File: src/rtl/pipe_add_pkg.sv
// Shared definitions for the pipelined-adder family: state encoding and default sizes.
// Latency: n/a (definitions only).
// Backpressure: n/a.
package pipe_add_pkg;

    // Default adder geometry, shared with the pipe_adder benches
    localparam int DEF_WIDTH = 16;
    localparam int DEF_LAT   = 4;

    // Accumulator FSM state encoding
    typedef enum logic [1:0] {
        ST_IDLE  = 2'd0,
        ST_ACCUM = 2'd1,
        ST_DONE  = 2'd2
    } acc_state_t;

endpackage

File: src/rtl/pipe_sum_accumulator_delay.sv
// Valid delay line: re-times the adder issue strobe so it lines up with the adder's output.
// Latency: exactly DEPTH cycles from i_vld to o_vld.
// Backpressure: none; the chain shifts every cycle and is cleared by reset.
module valid_delay_line #(
    parameter int DEPTH = 4
) (
    input  logic clk,
    input  logic rst,
    input  logic i_vld,
    output logic o_vld
);

    logic [DEPTH-1:0] r_shift;

    // Shift the strobe one stage per cycle; the shift form also covers DEPTH == 1
    always_ff @(posedge clk or posedge rst) begin
        if (rst) begin
            r_shift <= '0;
        end else begin
            r_shift <= (r_shift << 1) | DEPTH'(i_vld);
        end
    end

    assign o_vld = r_shift[DEPTH-1];

endmodule

File: src/rtl/pipe_sum_accumulator.sv
// Accumulates {cout,sum} from the pipelined adder over a programmed run length.
// Latency: result valid one cycle after the final aligned sample (LAT+1 after its issue).
// Backpressure: result held in DONE until out_rdy; samples arriving outside ACCUM are dropped.
// Optional feature macro: PIPE_ACC_SATURATE_EN (saturating accumulate plus sticky sat_flag).
module pipe_sum_accumulator
    import pipe_add_pkg::*;
#(
    parameter int WIDTH = DEF_WIDTH,
    parameter int LAT   = DEF_LAT,
    parameter int ACC_W = 24,
    parameter int CNT_W = 8
) (
    input  logic             clk,
    input  logic             rst,
    input  logic             issue_vld,
    input  logic [WIDTH-1:0] sum,
    input  logic             cout,
    input  logic             start,
    input  logic [CNT_W-1:0] len,
    output logic             busy,
    output logic             out_vld,
    input  logic             out_rdy,
    output logic [ACC_W-1:0] acc_out,
    output logic             drop_err
`ifdef PIPE_ACC_SATURATE_EN
    ,
    output logic             sat_flag
`endif
);

    acc_state_t       r_state;
    logic [ACC_W-1:0] r_acc;
    logic [CNT_W-1:0] r_cnt;
    logic [CNT_W-1:0] r_len;
    logic             r_out_vld;
    logic             r_busy;
    logic             r_drop_err;

    logic             w_avld;
    logic [ACC_W-1:0] w_sample;
    logic [ACC_W-1:0] w_acc_nxt;
    logic [CNT_W-1:0] w_cnt_nxt;

`ifdef PIPE_ACC_SATURATE_EN
    logic             r_sat;
    logic [ACC_W:0]   w_add_full;
    logic             w_ovf;
`endif

    // Aligned valid: the adder has no strobe of its own, so re-time issue_vld here
    valid_delay_line #(
        .DEPTH (LAT)
    ) u_dly (
        .clk   (clk),
        .rst   (rst),
        .i_vld (issue_vld),
        .o_vld (w_avld)
    );

    // Carry-extended sample, zero-padded to accumulator width
    assign w_sample  = ACC_W'({cout, sum});
    assign w_cnt_nxt = r_cnt + CNT_W'(1);

`ifdef PIPE_ACC_SATURATE_EN
    // Saturating add: an extra top bit flags overflow and clamps to all-ones
    always_comb begin
        w_add_full = {1'b0, r_acc} + {1'b0, w_sample};
        w_ovf      = w_add_full[ACC_W];
        w_acc_nxt  = w_ovf ? {ACC_W{1'b1}} : w_add_full[ACC_W-1:0];
    end
`else
    // Wrap-around add modulo 2**ACC_W
    always_comb begin
        w_acc_nxt = r_acc + w_sample;
    end
`endif

    // Run-control FSM with counter, accumulator and registered status outputs
    always_ff @(posedge clk or posedge rst) begin
        if (rst) begin
            r_state    <= ST_IDLE;
            r_acc      <= '0;
            r_cnt      <= '0;
            r_len      <= '0;
            r_out_vld  <= 1'b0;
            r_busy     <= 1'b0;
            r_drop_err <= 1'b0;
`ifdef PIPE_ACC_SATURATE_EN
            r_sat      <= 1'b0;
`endif
        end else begin
            case (r_state)
                ST_IDLE: begin
                    // No run open: any aligned sample has nowhere to go
                    if (w_avld) begin
                        r_drop_err <= 1'b1;
                    end
                    // A zero-length run would never complete, so it is not accepted
                    if (start && (len != '0)) begin
                        r_state <= ST_ACCUM;
                        r_acc   <= '0;
                        r_cnt   <= '0;
                        r_len   <= len;
                        r_busy  <= 1'b1;
`ifdef PIPE_ACC_SATURATE_EN
                        r_sat   <= 1'b0;
`endif
                    end
                end
                ST_ACCUM: begin
                    if (w_avld) begin
                        r_acc <= w_acc_nxt;
                        r_cnt <= w_cnt_nxt;
`ifdef PIPE_ACC_SATURATE_EN
                        if (w_ovf) begin
                            r_sat <= 1'b1;
                        end
`endif
                        if (w_cnt_nxt == r_len) begin
                            r_state   <= ST_DONE;
                            r_out_vld <= 1'b1;
                        end
                    end
                end
                ST_DONE: begin
                    // Result is held; late samples are dropped but do not stall the handshake
                    if (w_avld) begin
                        r_drop_err <= 1'b1;
                    end
                    if (out_rdy) begin
                        r_state   <= ST_IDLE;
                        r_out_vld <= 1'b0;
                        r_busy    <= 1'b0;
                    end
                end
                default: begin
                    r_state   <= ST_IDLE;
                    r_out_vld <= 1'b0;
                    r_busy    <= 1'b0;
                end
            endcase
        end
    end

    assign busy     = r_busy;
    assign out_vld  = r_out_vld;
    assign acc_out  = r_acc;
    assign drop_err = r_drop_err;
`ifdef PIPE_ACC_SATURATE_EN
    assign sat_flag = r_sat;
`endif

endmodule

File: config.mk
export PLATFORM = sky130hd
export DESIGN_NAME = pipe_sum_accumulator
export DESIGN_NICKNAME = d
export VERILOG_FILES = /design/src/rtl/pipe_add_pkg.sv /design/src/rtl/pipe_sum_accumulator_delay.sv /design/src/rtl/pipe_sum_accumulator.sv
export SDC_FILE = /design/constraint.sdc
export NUM_CORES = 1
export LEC_CHECK = 0
export CAP_MARGIN = 20
export CORE_MARGIN = 1
export CORE_UTILIZATION = 45
export CTS_BUF_LIST = sky130_fd_sc_hd__clkbuf_8
export CTS_CLUSTER_SIZE = 30
export DETAILED_ROUTE_END_ITERATION = 16
export PLACE_DENSITY = 0.75
export SYNTH_ARGS = -nofsm -noshare
export SYNTH_HDL_FRONTEND = slang
export SYNTH_SLANG_ARGS = --single-unit
File: constraint.sdc
create_clock -name clk -period 2.18 [get_ports clk]
set_clock_uncertainty 0.1 [all_clocks]
set_input_delay 0.327 -clock clk [delete_from_list [all_inputs] [get_ports clk]]
set_output_delay 0.327 -clock clk [all_outputs]
set_load 0.05 [all_outputs]
==> metrics.txt, run 1 <==
status finished, violations left; failing checks design-rule violations, negative setup slack; hold crit path type in2async; Final setup viols 11; TritonCTS clock tree yes; TritonCTS Sinks 49; required time worst endpoint 2280 ps; Clock Latency Late Sink 310 ps; DR iter-0 viols 124; total count of hold-check failures in the final report 0; initial core utilization 0.472; CP most frequent cell o21ai_1; Seq/Total Area, Yosys 0.402; Setup crit end kind register; # Max-Cap Violations 0; Cell Count, Final, Fillers Out 515; end point of the critical path acc_out[10]; nets@finish 486; max_slew headroom 0.659; H-tree Lvls 2; I/O pins 57; CP max FO 4; Antenna Nets Post-Route 0; Worst Setup SP acc_out[0]; syn nets 374; Slew @ Worst Pin 509 ps; Startpoint Class register; clock power share 0.090; async set-reset flop share out of synthesis 1.00; Setup CP Type reg2reg; Critical R2R Capture acc_out[10]; Net Sw Power 0.00296 W; pin count of the biggest net entering global routing 31; Worst EP arrival 2400 ps; Pre-Repair DR Iteration Count 10; buffers plus inverters on the worst setup path 0; die area 7110 um^2; register share of total power 0.243; Synthesis Warnings 0; PortBufs 56; # diodes 0; Worst path slowest cell dfrtp_2; Post-CTS Hold Fix Bufs 0; Area Overhead vs Synth 48.6%; synthesized flop and latch total 49; dpl hpwl 5840 um; cell area after synthesis 3050 um^2; antenna violations before repair 0; Post-Synthesis Cells 325; vias in the first global route 2862; fmax 435 MHz; CTS buffer count 5; GP Congestion 0.824; # DRC 6; most frequent cells in the layout buf_4 (59), clkdlybuf4s50_1 (50), nand2_1 (49); crit share post-route 1.06; Place WS -507 ps; Main synth FF type dfrtp_1; final setup margin -121 ps; share of cells above drive strength 1 0.308; slowest stage delay, CP 440 ps; combinational group share of total power 0.668; root buf cell clkbuf_8; via count 2865; Die X 84.3 um; Clock Tree Buf Depth 2; Max Slew Vio Count 0; first-pass GRT wire length 13200 um; GRT overflow 0; Via density 5.56; core area 6460 um^2; DIE HEIGHT 84.3 um; internal power contribution 0.00360 W; Avg WL per Cell 15.9 um; Cell variety after synth 49; RSZ-0062 raised after global routing yes; reg2reg setup slack -120 ps; Leak 1.95 nW; Core Rows 29; Post-synth EDFFs 0; synthesized area per cell 9.39 um^2; pwr/cell area 1450 nW/um^2; Critical R2R Launch acc_out[0]; CP Depth 8; maximum vdd ir drop 0.818 mV; Top delay family on crit path compound AO/OA/AOI/OAI gates; Tot GR Track Use 0.232; Worst-path clk slew 100 ps; crit path cell chain ha_4 > fa_2 > a21o_1 > a221o_1 > a21boi_2 > o21ai_1 > xnor2_1 > o21ai_1; WL final 8170 um; most common cell after layout, fill and taps aside buf_4; R2R cell count 8; dpl cells 498; Final min period 2300 ps; switching share of power 0.451
==> power groups by stage <==
stage	combinational [W]	sequential, W	clock (W)
after floorplan	0.00183	0.00219	0
after CTS	0.00398	0.00155	0.000599
after global placement	0.00377	0.00155	0
final	0.00438	0.00159	0.000588
after global routing	0.00469	0.00163	0.000640
after detailed placement	0.00385	0.00157	0
==> worst reg2reg max path, delay by kind of cell (launching register included) <==
family / cells / cell delay (ps)
adder cells (fa/ha/maj): 2 / 510
flip-flops: 1 / 440
AO/OA/AOI/OAI: 5 / 970
XOR/XNOR: 1 / 160
==> kinds of logic (layout without fill, tap and decap cells) <==
group,count (synthesis),count (layout),synth area share
compound gates,96,96,0.216
xor+xnor,31,31,0.0890
fa+ha+maj,19,19,0.0804
buf+inv,23,136,0.0312
flops,49,49,0.402
mux,9,9,0.0324
simple gates,98,98,0.149
==> cell usage after synthesis, types with 2 or more instances <==
library cell | number | area (um^2)
xor2_1 | 9 | 78.8
inv_1 | 10 | 37.5
o211ai_1 | 3 | 22.5
buf_2 | 7 | 35.0
ha_1 | 18 | 225
xnor2_1 | 22 | 193
nand4_1 | 7 | 43.8
dfrtp_1 | 49 | 1230
nand3_1 | 6 | 30.0
a211oi_1 | 2 | 15.0
nor2_1 | 11 | 41.3
clkbuf_1 | 6 | 22.5
and3_1 | 4 | 25.0
mux2i_1 | 2 | 20.0
nor3_1 | 3 | 15.0
or3_1 | 2 | 12.5
a21oi_2 | 2 | 17.5
o221ai_1 | 2 | 17.5
a21oi_1 | 20 | 100
o22ai_1 | 8 | 50.1
o21ai_0 | 28 | 140
nand2b_1 | 3 | 18.8
mux2_2 | 7 | 78.8
a21o_1 | 11 | 82.6
nand2_1 | 52 | 195
nor4_1 | 2 | 12.5
a22o_1 | 2 | 17.5
o21ai_1 | 3 | 15.0
and2_1 | 4 | 25.0
==> what timing repair did <==
action	CTS	global route
resized for setup	8	29
pin swaps	10	17
endpoints found under the setup margin	15	17
setup buffers	4	5
==> per-stage QoR <==
step | utilization | hold WS [ps] | instance area, um^2 | setup TNS (ps) | power (W)
6_report | 0.702 | 245 | 4530 | -664 | 0.00655
4_1_cts | 0.669 | 262 | 4320 | -500 | 0.00613
3_5_place_dp | 0.645 | 237 | 4160 | -7350 | 0.00542
2_1_floorplan | - | 231 | 3140 | -675 | 0.00402
5_1_grt | 0.702 | 266 | 4530 | -1640 | 0.00696
3_3_place_gp | 0.645 | 233 | 4160 | -6120 | 0.00531
==> worst min-delay path by stage <==
stage | end | slack, ps | start
6_report | acc_out[20] | 250 | rst
5_1_grt | u_dly.r_shift[1] | 270 | u_dly.r_shift[0]
4_1_cts | u_dly.r_shift[2] | 260 | u_dly.r_shift[1]
3_5_place_dp | u_dly.r_shift[2] | 240 | u_dly.r_shift[1]
3_3_place_gp | u_dly.r_shift[1] | 230 | u_dly.r_shift[0]
2_1_floorplan | u_dly.r_shift[1] | 230 | u_dly.r_shift[0]
==> sequential cells by signal, indices dropped and copies added, names as in the netlist <==
signal and flops:
acc_out 24, busy 1, drop_err 1, out_vld 1, r_cnt 8, r_len 8
r_state 2, u_dly.r_shift 4
==> per-layer routing <==
metal | track usage | vias up | wire (um)
li1 | - | 1382 | -
met1 | 0.280 | 1385 | 3390
met2 | 0.423 | 79 | 4300
met3 | 0.0344 | 19 | 318
met4 | 0.0786 | 0 | 167
met5 | 0 | - | 0
==> cell type report <==
cell class	instances	area, um^2
clock buffer	5	68.8
clock inverter	3	26.3
fill	485	1920
inverter	10	37.5
multi-input combinational	253	1990
sequential	49	1240
tap	77	96.3
timing repair buffer	118	1070
Note: power is estimated with default switching activity, not from simulation.
==> run 2: changes to the inputs <==
ABC_AREA = 1   (was default)
==> run 2 against run 1 <==
The flow now finishes without violations. Synthesized cell count is 39% higher. Power decreased by 4.8%. Worst setup slack better by 240 ps. Die area increased by 6.2%. Global-route usage is 2.0 points higher. Wire length rose by 6.9%. Flip-flop and latch count stayed put. Largest power group unchanged. Highest routed layer unchanged.
==> metrics.txt, run 2 <==
status completed; GP Congestion 0.933; Synthesis Warnings 0; fmax 484 MHz; # Max-Cap Violations 0; register share of total power 0.256; Avg WL per Cell 13.4 um; area leader, netlist dfrtp_1; # diodes 0; setup bufs post-CTS 0; final setup margin 114 ps; CTS buffer count 5; combinational family with the most area after synthesis simple AND/OR/NAND/NOR gates; TritonCTS clock tree yes; Core Rows 30; GRT overflow 0; fin area 4350 um^2; Pre-Repair DR Iteration Count 5; largest cells by area after synthesis dfrtp_1 (38%), nand2_1 (15%), ha_1 (6.9%), nand3_1 (6.3%), nor2_1 (5.7%); share of cells above drive strength 1 0.141; nets@finish 603; Clock Latency Late Sink 310 ps; dpl cells 643; Slew @ Worst Pin 521 ps; async set-reset flop share out of synthesis 1.00; Largest register FFs 24; PortBufs 56; max_slew headroom 0.652; hold crit path type in2async; Clock Tree Buf Depth 2; Area Overhead vs Synth 34.1%; crit share post-route 0.948; initial core utilization 0.472; dpl hpwl 6850 um; pin count of the biggest net entering global routing 32; XOR/XNOR share of the synthesized area 0.0135; Antenna Nets Post-Route 0; Via density 5.21; RSZ-0062 raised after global routing no; vias in the first global route 3290; total count of hold-check failures in the final report 0; required time worst endpoint 1750 ps; Cell variety after synth 35; I/O pins 57; most frequent cells in the layout nand2_1 (129), clkdlybuf4s50_1 (56), nor2_1 (49), dfrtp_1 (49), buf_4 (45); Post-Synthesis Cells 452; Net Sw Power 0.00313 W; most common cell after layout, fill and taps aside nand2_1; setup_tns 0 ps; Final setup viols 0; combinational group share of total power 0.655; first-pass GRT wire length 14900 um; pwr/cell area 1430 nW/um^2; Worst path slowest cell clkdlybuf4s50_1; DR iter-0 viols 171; compound-gate portion of the synthesized area 0.135; Leak 2.13 nW; Fillers 624; Die X 86.9 um; syn nets 501; TritonCTS Sinks 49; CP max FO 7; multiplexer share of the synthesized area 0; Worst-path clk slew 100 ps; clock power share 0.089; synthesized flop and latch total 49; switching share of power 0.502; H-tree Lvls 2; placed instance area 4250 um^2; Synth top cells by count nand2_1 (129), dfrtp_1 (49), nor2_1 (49); Main synth FF type dfrtp_1; slowest stage delay, CP 850 ps; Worst EP arrival 1640 ps; Synth top area share 0.378; count leader, synth nand2_1; root buf cell clkbuf_8; Setup crit end kind output pin; Place WS -215 ps; synthesized area per cell 7.18 um^2; Final min period 2070 ps; DIE HEIGHT 86.9 um; cell area after synthesis 3240 um^2; Post-synth EDFFs 0; Post-Synth Adder-Cell Area 0.0756; Startpoint Class register; Cell Count, Final, Fillers Out 651; via count 3390; # DRC 0; simple-gate share of the synthesized area 0.340; die area 7550 um^2; buffers plus inverters on the worst setup path 1; core area 6870 um^2; antenna violations before repair 0; internal power contribution 0.00311 W; maximum vdd ir drop 0.710 mV; Setup CP Type reg2out; crit path cell chain clkdlybuf4s50_1; Top delay family on crit path buffers and inverters; Seq/Total Area, Yosys 0.378; Tot GR Track Use 0.252; WL final 8740 um; Max Slew Vio Count 0
run 2: cell count changes after synthesis, moves of 6 or more:
cell and delta:
inv_1 +29, mux2_2 -7, a21o_1 -10, a21oi_1 +11, nor2_1 +38, o22ai_1 -6, o21ai_0 +8, nand3_1 +35
xor2_1 -6, xnor2_1 -20, nand2_1 +77
run 2: metal layers:
| layer | part of all wire | global-route usage | vias to the layer above | wire length (um) |
|---|---|---|---|---|
| li1 | - | - | 1692 | - |
| met3 | 0.046 | 0.0360 | 10 | 406 |
| met2 | 0.48 | 0.433 | 74 | 4230 |
| met1 | 0.46 | 0.333 | 1614 | 4020 |
| met4 | 0.0097 | 0.0621 | 0 | 85 |
| met5 | 0 | 0 | - | 0 |
run 2: final cells by class:
class	instances	area, um^2	share of cell area
clock buffers	5	68.8	0.0158
repair buffers	102	918	0.211
multi-input cells	354	1840	0.423
well taps	96	120	0.0276
inverters	42	158	0.0363
clock inverters	3	17.5	0.00403
flip-flops and latches	49	1230	0.282
run 2: power groups by stage:
stage | Combinational (W) | Clock (W) | Sequential, W
after global placement | 0.00394 | 0 | 0.00159
after global routing | 0.00451 | 0.000613 | 0.00165
final | 0.00409 | 0.000553 | 0.00160
after floorplan | 0.00186 | 0 | 0.00223
after detailed placement | 0.00403 | 0 | 0.00161
after CTS | 0.00405 | 0.000573 | 0.00159
run 2: timing repair:
action                                  4_1_cts  5_1_grt
endpoints found under the setup margin        0        2
gates resized for setup                       0        3
hold buffers                                  0        0
run 2: path summary, 6_finish.rpt:
| check | to | cells after the start | start | slack (ps) |
|---|---|---|---|---|
| worst max-delay path | acc_out[18] | 1 | acc_out[18] | 110 |
| worst min-delay path | acc_out[13] | 2 | rst | 240 |
| worst max register to register | acc_out[22] | 10 | acc_out[8] | 200 |
| worst min register to register | u_dly.r_shift[3] | 0 | u_dly.r_shift[2] | 260 |
| max in group asynchronous | acc_out[12] | 3 | rst | 1230 |
| min in group clk | u_dly.r_shift[3] | 0 | u_dly.r_shift[2] | 260 |
run 2: cells by family after synthesis:
group	after synthesis
and+or+nand+nor	249
AOI/OAI and AO/OA	81
buffers and inverters	49
DFF	49
adders and majority gates	19
xor gates and xnor gates	5
run 2: stage by stage:
step	hold WS (ps)	total power, W	util
after floorplan	231	0.00409	-
after global placement	233	0.00553	0.619
after detailed placement	237	0.00564	0.619
after CTS	248	0.00622	0.632
after global routing	265	0.00677	0.633
final	237	0.00624	0.633
